[src/rtl/mdr_operand_loader_pkg.sv]
// Shared types and constants for the multiply/divide/root system.
// Also holds the magnitude helper used by the operand loader.
package pkg_system_mdr;

    localparam int DW  = 16;
    localparam int DW2 = 2 * DW;

    typedef logic signed [DW-1:0] data_in_t;
    typedef logic        [DW2-1:0] data_t;

    typedef enum logic [1:0] {
        MULT = 2'd0,
        DIV  = 2'd1,
        ROOT = 2'd2
    } op_t;

    typedef enum logic [3:0] {
        IDLE         = 4'd0,
        CLEAN        = 4'd1,
        WAIT_X       = 4'd2,
        WAIT_Y       = 4'd3,
        VERIFICATION = 4'd4,
        CALCULATION  = 4'd5,
        READY        = 4'd6,
        INIT         = 4'd7
    } state_t;

    localparam data_t OPX_RST = '0;

    // The most negative input maps to 2^(DW-1), which still fits once zero-extended.
    function automatic data_t abs_ext(input data_in_t v);
        logic [DW-1:0] one_v;
        logic [DW-1:0] mag_v;
        one_v = {{(DW-1){1'b0}}, 1'b1};
        if (v[DW-1]) begin
            mag_v = (~v) + one_v;
        end else begin
            mag_v = v;
        end
        return {{DW{1'b0}}, mag_v};
    endfunction

endpackage

[src/rtl/mdr_operand_loader_if.sv]
// Operand bus between the upstream driver/core (master) and the operand loader (slave).
interface mdr_operand_loader_if;
    import pkg_system_mdr::*;

    logic     start;
    logic     load;
    op_t      op;
    data_in_t data_in;
    data_t    x_mag;
    data_t    y_mag;
    logic     res_neg;
    op_t      op_out;
    logic     op_valid;
    logic     op_accept;
    logic     error;
    logic     busy;
    state_t   state;

    modport master (
        output start, load, op, data_in, op_accept,
        input  x_mag, y_mag, res_neg, op_out, op_valid, error, busy, state
    );

    modport slave (
        input  start, load, op, data_in, op_accept,
        output x_mag, y_mag, res_neg, op_out, op_valid, error, busy, state
    );

endinterface

[src/rtl/mdr_operand_loader_edge_detect.sv]
// Rising-edge detector: the previous input level is registered every cycle.
module mdr_edge_detect (
    input  logic clk,
    input  logic rst,
    input  logic in,
    output logic rise
);

    logic in_q_r;

    // Previous-cycle level of the input
    always_ff @(posedge clk) begin
        if (rst) begin
            in_q_r <= 1'b0;
        end else begin
            in_q_r <= in;
        end
    end

    assign rise = in & ~in_q_r;

endmodule

[src/rtl/mdr_operand_loader.sv]
// Captures op and operands from the shared bus, validates them and presents
// magnitudes plus result sign to the calculation core with a valid/accept handshake.
module mdr_operand_loader
    import pkg_system_mdr::*;
(
    input logic                 clk,
    input logic                 rst,
    mdr_operand_loader_if.slave bus
);

    logic     load_rise_s;
    state_t   state_r, next_state_s;
    data_in_t x_raw_r, y_raw_r;
    data_t    x_mag_r, y_mag_r;
    data_t    x_mag_s, y_mag_s;
    logic     res_neg_r, res_neg_s;
    op_t      op_r;
    logic     op_valid_r, error_r, busy_r;
    logic     verify_err_s;

    mdr_edge_detect u_load_edge (
        .clk  (clk),
        .rst  (rst),
        .in   (bus.load),
        .rise (load_rise_s)
    );

    // Operand checks and result magnitudes evaluated from the raw captures
    always_comb begin
        verify_err_s = 1'b0;
        x_mag_s      = abs_ext(x_raw_r);
        y_mag_s      = OPX_RST;
        res_neg_s    = 1'b0;
        if ((op_r == DIV) && (y_raw_r == {DW{1'b0}})) begin
            verify_err_s = 1'b1;
        end else if ((op_r == ROOT) && x_raw_r[DW-1]) begin
            verify_err_s = 1'b1;
        end else begin
            verify_err_s = 1'b0;
        end
        if (op_r != ROOT) begin
            y_mag_s   = abs_ext(y_raw_r);
            res_neg_s = (x_raw_r != {DW{1'b0}}) ? (x_raw_r[DW-1] ^ y_raw_r[DW-1]) : 1'b0;
        end else begin
            y_mag_s   = OPX_RST;
            res_neg_s = 1'b0;
        end
    end

    // Next-state selection
    always_comb begin
        next_state_s = state_r;
        case (state_r)
            IDLE:         next_state_s = bus.start ? CLEAN : IDLE;
            CLEAN:        next_state_s = WAIT_X;
            WAIT_X: begin
                if (load_rise_s) begin
                    next_state_s = (op_r == ROOT) ? VERIFICATION : WAIT_Y;
                end else begin
                    next_state_s = WAIT_X;
                end
            end
            WAIT_Y:       next_state_s = load_rise_s ? VERIFICATION : WAIT_Y;
            VERIFICATION: next_state_s = verify_err_s ? IDLE : INIT;
            INIT:         next_state_s = bus.op_accept ? IDLE : INIT;
            default:      next_state_s = IDLE;
        endcase
    end

    // State, operand and output registers
    always_ff @(posedge clk) begin
        if (rst) begin
            state_r    <= IDLE;
            x_raw_r    <= {DW{1'b0}};
            y_raw_r    <= {DW{1'b0}};
            x_mag_r    <= OPX_RST;
            y_mag_r    <= OPX_RST;
            res_neg_r  <= 1'b0;
            op_r       <= MULT;
            op_valid_r <= 1'b0;
            error_r    <= 1'b0;
            busy_r     <= 1'b0;
        end else begin
            state_r    <= next_state_s;
            busy_r     <= (next_state_s != IDLE);
            op_valid_r <= (next_state_s == INIT);
            case (state_r)
                IDLE: begin
                    if (bus.start) begin
                        op_r <= bus.op;
                    end
                end
                CLEAN: begin
                    x_raw_r   <= {DW{1'b0}};
                    y_raw_r   <= {DW{1'b0}};
                    x_mag_r   <= OPX_RST;
                    y_mag_r   <= OPX_RST;
                    res_neg_r <= 1'b0;
                    error_r   <= 1'b0;
                end
                WAIT_X: begin
                    if (load_rise_s) begin
                        x_raw_r <= bus.data_in;
                    end
                end
                WAIT_Y: begin
                    if (load_rise_s) begin
                        y_raw_r <= bus.data_in;
                    end
                end
                VERIFICATION: begin
                    if (verify_err_s) begin
                        error_r <= 1'b1;
                    end else begin
                        x_mag_r   <= x_mag_s;
                        y_mag_r   <= y_mag_s;
                        res_neg_r <= res_neg_s;
                    end
                end
                default: begin
                end
            endcase
        end
    end

    assign bus.x_mag    = x_mag_r;
    assign bus.y_mag    = y_mag_r;
    assign bus.res_neg  = res_neg_r;
    assign bus.op_out   = op_r;
    assign bus.op_valid = op_valid_r;
    assign bus.error    = error_r;
    assign bus.busy     = busy_r;
    assign bus.state    = state_r;

endmodule
[src/flat_wrapper.sv]
// flat-port wrapper written by rule: the top's interface ports become plain ports
module mdr_operand_loader_flat import pkg_system_mdr::*;
  (clk, rst, bus_start, bus_load, bus_op, bus_data_in, bus_op_accept, bus_x_mag, bus_y_mag, bus_res_neg, bus_op_out, bus_op_valid, bus_error, bus_busy, bus_state);
  mdr_operand_loader_if bus_i ();
  input logic clk;
  input logic rst;
  input wire logic [$bits(bus_i.start)-1:0] bus_start;
  input wire logic [$bits(bus_i.load)-1:0] bus_load;
  input wire logic [$bits(bus_i.op)-1:0] bus_op;
  input wire logic [$bits(bus_i.data_in)-1:0] bus_data_in;
  input wire logic [$bits(bus_i.op_accept)-1:0] bus_op_accept;
  output wire logic [$bits(bus_i.x_mag)-1:0] bus_x_mag;
  output wire logic [$bits(bus_i.y_mag)-1:0] bus_y_mag;
  output wire logic [$bits(bus_i.res_neg)-1:0] bus_res_neg;
  output wire logic [$bits(bus_i.op_out)-1:0] bus_op_out;
  output wire logic [$bits(bus_i.op_valid)-1:0] bus_op_valid;
  output wire logic [$bits(bus_i.error)-1:0] bus_error;
  output wire logic [$bits(bus_i.busy)-1:0] bus_busy;
  output wire logic [$bits(bus_i.state)-1:0] bus_state;
  assign bus_i.start = bus_start;
  assign bus_i.load = bus_load;
  assign bus_i.op = bus_op;
  assign bus_i.data_in = bus_data_in;
  assign bus_i.op_accept = bus_op_accept;
  assign bus_x_mag = bus_i.x_mag;
  assign bus_y_mag = bus_i.y_mag;
  assign bus_res_neg = bus_i.res_neg;
  assign bus_op_out = bus_i.op_out;
  assign bus_op_valid = bus_i.op_valid;
  assign bus_error = bus_i.error;
  assign bus_busy = bus_i.busy;
  assign bus_state = bus_i.state;
  mdr_operand_loader u_core (.clk(clk), .rst(rst), .bus(bus_i));
endmodule
[config.mk]
export PLATFORM = sky130hd
export DESIGN_NAME = mdr_operand_loader_flat
export DESIGN_NICKNAME = d
export VERILOG_FILES = /design/src/rtl/mdr_operand_loader_pkg.sv /design/src/rtl/mdr_operand_loader_if.sv /design/src/rtl/mdr_operand_loader_edge_detect.sv /design/src/rtl/mdr_operand_loader.sv /design/src/flat_wrapper.sv
export SDC_FILE = /design/constraint.sdc
export NUM_CORES = 1
export LEC_CHECK = 0
export ABC_AREA = 1
export CELL_PAD_IN_SITES_DETAIL_PLACEMENT = 1
export CELL_PAD_IN_SITES_GLOBAL_PLACEMENT = 1
export CORE_ASPECT_RATIO = 0.5
export CORE_UTILIZATION = 38
export DETAILED_ROUTE_END_ITERATION = 8
export PLACE_DENSITY_LB_ADDON = 0.1
export SLEW_MARGIN = 20
export SYNTH_ARGS = -nofsm -noshare
export SYNTH_HDL_FRONTEND = slang
export SYNTH_SLANG_ARGS = --single-unit
[constraint.sdc]
create_clock -name clk -period 4.3 [get_ports clk]
set_clock_uncertainty 0.15 [all_clocks]
set_input_delay 0.86 -clock clk [delete_from_list [all_inputs] [get_ports clk]]
set_output_delay 0.86 -clock clk [all_outputs]
set_load 0.005 [all_outputs]
==> results of run 1 <==
-- sequential cells by signal, indices dropped and copies added (netlist names) --
name,flops
u_core.bus.x_mag,16
u_core.bus.y_mag,16
u_core.x_raw_r,16
u_core.y_raw_r,16
u_core.bus.state,3
u_core.bus.op_out,2
u_core.bus.busy,1
u_core.bus.error,1
u_core.bus.op_valid,1
u_core.bus.res_neg,1
u_core.u_load_edge.in_q_r,1
-- layout make-up --
type / instances / area share
clock buffers: 11 / 0.0518
clock inverters: 5 / 0.0108
inverters: 60 / 0.0467
multi-input cells: 428 / 0.418
flip-flops and latches: 74 / 0.304
well taps: 140 / 0.0359
repair buffers: 65 / 0.132
-- power by group --
group / internal, uW / switching [uW]
clock network: 478 / 298
registers: 775 / 81.8
logic: 264 / 430
-- how the worst max path moves through the flow --
stage                             startpoint                  to  slack (ps)  depth (start not counted)
after floorplan                     bus_load   u_core.x_raw_r[4]        2430                          7
after global placement              bus_load   u_core.x_raw_r[7]        1720                          8
after detailed placement            bus_load   u_core.x_raw_r[5]        1710                          8
after CTS                 u_core.y_raw_r[15]  u_core.bus.res_neg        1810                          9
after global routing      u_core.y_raw_r[15]  u_core.bus.res_neg        1590                          9
final                     u_core.y_raw_r[15]  u_core.bus.res_neg        1840                          9
-- routing by layer --
layer	routed length, um	global-route usage
met2	4970	0.346
met4	117	0.0630
met1	6150	0.316
met5	0	0
met3	650	0.0467
-- cell usage after synthesis (2+ instances only) --
| cell type | n |
|---|---|
| nor2_1 | 83 |
| nand3b_1 | 4 |
| buf_6 | 7 |
| buf_4 | 34 |
| ha_1 | 2 |
| a211oi_1 | 26 |
| nand4_1 | 3 |
| o21ai_0 | 27 |
| nand2_1 | 105 |
| nand2_2 | 3 |
| nor3_1 | 9 |
| inv_1 | 52 |
| o211ai_1 | 2 |
| clkbuf_1 | 11 |
| a21oi_1 | 58 |
| dfxtp_1 | 74 |
| buf_2 | 7 |
| nand3_1 | 57 |
| nand2_4 | 2 |
| xor2_1 | 3 |
| buf_1 | 3 |
| inv_2 | 7 |
-- metrics by stage --
stage	setup slack [ps]	total power [uW]	hold WS [ps]	util
floorplan	2430	1360	311	-
global placement	1720	1540	307	0.444
detailed placement	1710	1560	314	0.444
CTS	1810	2350	323	0.474
global route	1590	2480	353	0.474
finish	1840	2330	318	0.474
-- cell families after synthesis --
| family | after synthesis |
|---|---|
| AOI/OAI and AO/OA | 117 |
| xor gates and xnor gates | 4 |
| and+or+nand+nor | 272 |
| adders and majority gates | 2 |
| buffers and inverters | 122 |
| other | 1 |
| DFF | 74 |
-- worst register-to-register path: cells and delay by family, from the launching register on --
kind	cells	cell delay [ps]
simple gates	8	1230
flops	1	800
buf+inv	1	170
==> impl_metrics.py, run 1 <==
metrics = {
    "synth": {
        "synthXorXnorAreaFrac": 0.00865,
        "ys_ff_latch": 74,
        "synth_compound_area_frac": 0.165,
        "yosys.cell_types.count": 35,
        "synth.largest_area_cell": "dfxtp_1",
        "synth.top_cell.area_share": 0.366,
        "synth.yosys.seq_area_share": 0.366,
        "synthAdderAreaFrac": 0.00618,
        "yosysWarnings": 0,
        "synth_top_family_by_area": "simple AND/OR/NAND/NOR gates",
        "ys.flop_type": "dfxtp_1",
        "ys_async_sr_fraction": 0,
        "netlist_area_um2": 4050,
        "synth_edf_count": 0,
        "synth.avg_cell_area_um2": 6.84,
        "synth_area_leaders": "dfxtp_1 37%, nand2_1 9.7%, nor2_1 7.7%",
        "synth_simple_gate_area_share": 0.293,
        "muxShareOfSynthArea": 0,
        "syn_inst": 592,
    },
    "worst_setup_path": {
        "r2r_slack_ps": 1840,
        "r2r-end": "u_core.bus.res_neg",
        "crit_type": "reg2reg",
        "worst_ep_arrival_time_ps": 2540,
        "critical-path-max-stage-delay_ps": 800,
        "path_max_fanout": 27,
        "cp_common_cell": "nor2_1",
        "cp-end-kind": "flop",
        "crit_path_cell_trace": "nor2_1 > nand3_1 > nor2_1 > nand2_1 > nand3_4 > nand2_4 > inv_2 > nor2_1 > nor2_1",
        "crit_family": "simple AND/OR/NAND/NOR gates",
        "worstPathRequired_ps": 4380,
        "timing.rr.start": "u_core.y_raw_r[15]",
        "path_buf_inv": 1,
        "reg2regPathDepth": 9,
        "worst_path_max_delay_cell": "dfxtp_1",
        "cp-start-kind": "flop",
    },
    "route": {
        "routed_wl_um": 11900,
        "ant_nets": 0,
        "viasPerCell": 5.00,
        "drtIter0Drc": 170,
        "vias": 3914,
        "drc": 0,
        "drt-wirelength-per-cell_um": 15.2,
        "dr.pass1.iters": 4,
    },
    "power_and_ir_drop": {
        "ir_drop_mv": 0.178,
        "leakagePower_uw": 0.00212,
        "power_density_nw_per_um2": 477,
    },
    "grt": {
        "grt-ovfl-total": 0,
        "grt_use_total": 0.223,
        "grt_start_max_net_pins": 44,
        "grt_pass1_vias": 3621,
        "grt_pass1_wl_um": 18900,
        "antenna_found_initial": 0,
    },
    "finish": {
        "final_cell_mix": "105 x nand2_1, 83 x nor2_1, 74 x dfxtp_1",
        "layout_commonest_cell": "nand2_1",
        "multi_input_area_um2": 2040,
        "fillerInstances": 1342,
        "regArea_um2": 1480,
        "insertedDiodeCount": 0,
        "drive_gt1_frac": 0.0575,
        "layout.nets": 663,
        "final_cell_area_um2": 4870,
        "final_cells": 783,
        "syn_to_final_growth_pct": 20.4,
    },
    "die": {
        "start_util": 0.394,
        "io_pins": 97,
        "core_area_um2": 10300,
        "die_area_um2": 11100,
        "fp.dieH_um": 75,
        "fp.dieW_um": 148,
        "num_rows": 26,
    },
    "clock_network": {
        "clock-sinks": 74,
        "cts_resized": 0,
        "path_clk_slew_ps": 60,
        "cts_tree": "yes",
        "cts-buffers-inserted": 9,
        "holdBufCountCts": 0,
        "post_cts_buffers": 0,
        "cts_root_buf": "clkbuf_16",
        "cts_max_path_buffers": 2,
        "clock_latency_ps": 340,
        "cts_max_level": 3,
    },
    "hold_path": {
        "hp-start": "u_core.bus.error",
        "hold-path-cell-count": 2,
        "min_to": "u_core.bus.error",
        "hold_class": "reg2reg",
    },
    "sta": {
        "final-max-slew-violation-count": 0,
        "fmax_ghz": 0.407,
        "finalSetupViolations": 0,
        "worst_pin_slew_ps": 980,
        "rsz0062_at_grt": "no",
        "setup_tns_ps": 0,
        "hold_viol_final": 0,
        "period_minus_slack_ps": 2460,
        "finalCritPeriodShare": 0.572,
        "slew_headroom": 0.346,
    },
    "placed_design": {
        "place_area_um2": 4570,
        "dp_hpwl_um": 8610,
        "gp_congestion": 0.815,
        "portBuffers": 63,
        "dp_cells": 767,
    },
    "outcome": {
        "status": "finished clean",
    },
    "run": {
        "maxCapViolCount": 0,
    },
}
Power figures use the tool's default switching activity.
==> inputs of run 2 (changes only) <==
- CORE_UTILIZATION: 38 -> 35
- clock period: 4.3 -> 2.4 ns (I/O delays scaled with it)
==> run 2 against run 1 <==
Against the previous run: via count decreased by 0.54%; combinational power increased by 89%; critical path type unchanged; die area increased by 8.4%; worst setup slack got worse by 1500 ps; critical endpoint is now u_core.bus.busy; utilization decreased by 2.4 points; first-iteration DRC count increased by 8.8%; critical path depth increased by 3; count of clock-buffer cells in the layout increased by 1.
==> impl_metrics.py, run 2 (same netlist as run 1, synthesis figures left out) <==
metrics = {
    "hold_path": {
        "hp-start": "u_core.bus.y_mag[8]",
        "hold_class": "reg2reg",
        "hold-path-cell-count": 2,
        "min_to": "u_core.bus.y_mag[8]",
    },
    "finish": {
        "insertedDiodeCount": 0,
        "layout.nets": 673,
        "regArea_um2": 1480,
        "final_cells": 798,
        "layout_commonest_cell": "nand2_1",
        "multi_input_area_um2": 2040,
        "final_cell_mix": "105 x nand2_1, 83 x nor2_1, 74 x dfxtp_1",
        "fillerInstances": 1450,
        "finalCoreUtilization": 0.450,
        "syn_to_final_growth_pct": 23.6,
        "drive_gt1_frac": 0.0704,
    },
    "worst_setup_path": {
        "path_max_fanout": 21,
        "reg2regPathDepth": 12,
        "worst_path_max_delay_cell": "dfxtp_1",
        "r2r_slack_ps": 340,
        "timing.rr.start": "u_core.y_raw_r[1]",
        "worstPathRequired_ps": 2490,
        "cp-end-kind": "flop",
        "critical-path-max-stage-delay_ps": 310,
        "worst_ep_arrival_time_ps": 2150,
        "path_buf_inv": 3,
        "crit_path_cell_trace": "inv_1 > ha_1 > nand3_1 > nor2_2 > nand2_1 > nand3_4 > buf_4 > nand2_1 > inv_1 > nand2_1 > nand2_1 > nand2_1",
        "cp_common_cell": "nand2_1",
        "r2r-end": "u_core.bus.busy",
        "cp-start-kind": "flop",
        "crit_family": "simple AND/OR/NAND/NOR gates",
        "crit_type": "reg2reg",
    },
    "grt": {
        "antenna_found_initial": 0,
        "grt_pass1_wl_um": 20600,
        "grt_pass1_vias": 3838,
        "grt_use_total": 0.221,
        "grt_start_max_net_pins": 44,
        "grt-ovfl-total": 0,
    },
    "power_and_ir_drop": {
        "power_density_nw_per_um2": 888,
        "leakagePower_uw": 0.00219,
        "ir_drop_mv": 0.447,
    },
    "clock_network": {
        "cts_max_level": 3,
        "cts_tree": "yes",
        "cts_root_buf": "clkbuf_16",
        "cts-buffers-inserted": 9,
        "holdBufCountCts": 0,
        "clock_latency_ps": 350,
        "cts_max_path_buffers": 2,
        "cts_resized": 0,
        "path_clk_slew_ps": 60,
        "post_cts_buffers": 0,
        "clock-sinks": 74,
    },
    "route": {
        "ant_nets": 0,
        "drc": 0,
        "drt-wirelength-per-cell_um": 15.6,
        "drtIter0Drc": 185,
        "viasPerCell": 4.88,
        "routed_wl_um": 12500,
        "dr.pass1.iters": 4,
        "vias": 3893,
    },
    "sta": {
        "setup_tns_ps": 0,
        "final-max-slew-violation-count": 0,
        "finalCritPeriodShare": 0.858,
        "period_minus_slack_ps": 2060,
        "hold_viol_final": 0,
        "rsz0062_at_grt": "no",
        "fmax_ghz": 0.486,
        "finalSetupViolations": 0,
        "slew_headroom": 0.633,
        "worst_pin_slew_ps": 549,
    },
    "outcome": {
        "status": "finished clean",
    },
    "placed_design": {
        "dp_hpwl_um": 9090,
        "gp_congestion": 0.811,
        "dp_cells": 782,
        "portBuffers": 63,
    },
    "run": {
        "maxCapViolCount": 0,
    },
    "die": {
        "die_area_um2": 12000,
        "io_pins": 97,
        "core_area_um2": 11100,
        "start_util": 0.364,
        "fp.dieW_um": 154,
        "num_rows": 27,
        "fp.dieH_um": 78.1,
    },
}
run 2: changes by cell type in the layout (fill, tap and decap cells not counted):
cell       change
clkinv_2       -3
buf_4         +10
clkbuf_1       +1
bufinv_16      +2
run 2: power by group:
group	switching (uW)	total (uW)	internal (uW)
Clock	563	1640	1070
Sequential	115	1500	1390
Combinational	815	1310	491
Total	1490	4450	2950
run 2: worst max path at each step:
stage / slack, ps / cells after the start / to / startpoint
6_report: 340 / 12 / u_core.bus.busy / u_core.y_raw_r[1]
5_1_grt: 120 / 8 / u_core.x_raw_r[7] / u_core.bus.state[2]
4_1_cts: 320 / 12 / u_core.bus.busy / u_core.y_raw_r[1]
3_5_place_dp: 180 / 8 / u_core.x_raw_r[5] / bus_load
3_3_place_gp: 250 / 8 / u_core.x_raw_r[9] / bus_load
2_1_floorplan: 750 / 10 / u_core.bus.res_neg / u_core.y_raw_r[0]
run 2: worst register-to-register path, stage by stage (launching register included):
cell and delay, ps:
dfxtp_1 310, inv_1 100, ha_1 200, nand3_1 140, nor2_2 190, nand2_1 130, nand3_4 90, buf_4 270
nand2_1 80, inv_1 120, nand2_1 60, nand2_1 70, nand2_1 50
run 2: routing by layer:
metal	wire length, um	global-route usage	vias to the layer above
met3	755	0.0469	8
met5	0	0	-
met1	6510	0.323	1804
met4	118	0.0580	0
li1	-	-	1981
met2	5100	0.325	100
run 2: area by class of cell:
class / count / share of cell area
clock buffers: 12 / 0.0513
clock inverters: 4 / 0.0195
inverters: 60 / 0.0455
multi-input cells: 428 / 0.408
flip-flops and latches: 74 / 0.296
well taps: 145 / 0.0363
repair buffers: 75 / 0.144
run 2: metrics by stage:
step                cell area (um^2)  setup slack [ps]  hold slack [ps]  power, uW
finish                          5000               341              331       4450
global route                    5000               118              351       4730
CTS                             5000               324              333       4480
detailed placement              4650               182              324       2820
global placement                4650               255              305       2790
floorplan                       4170               752              311       2440
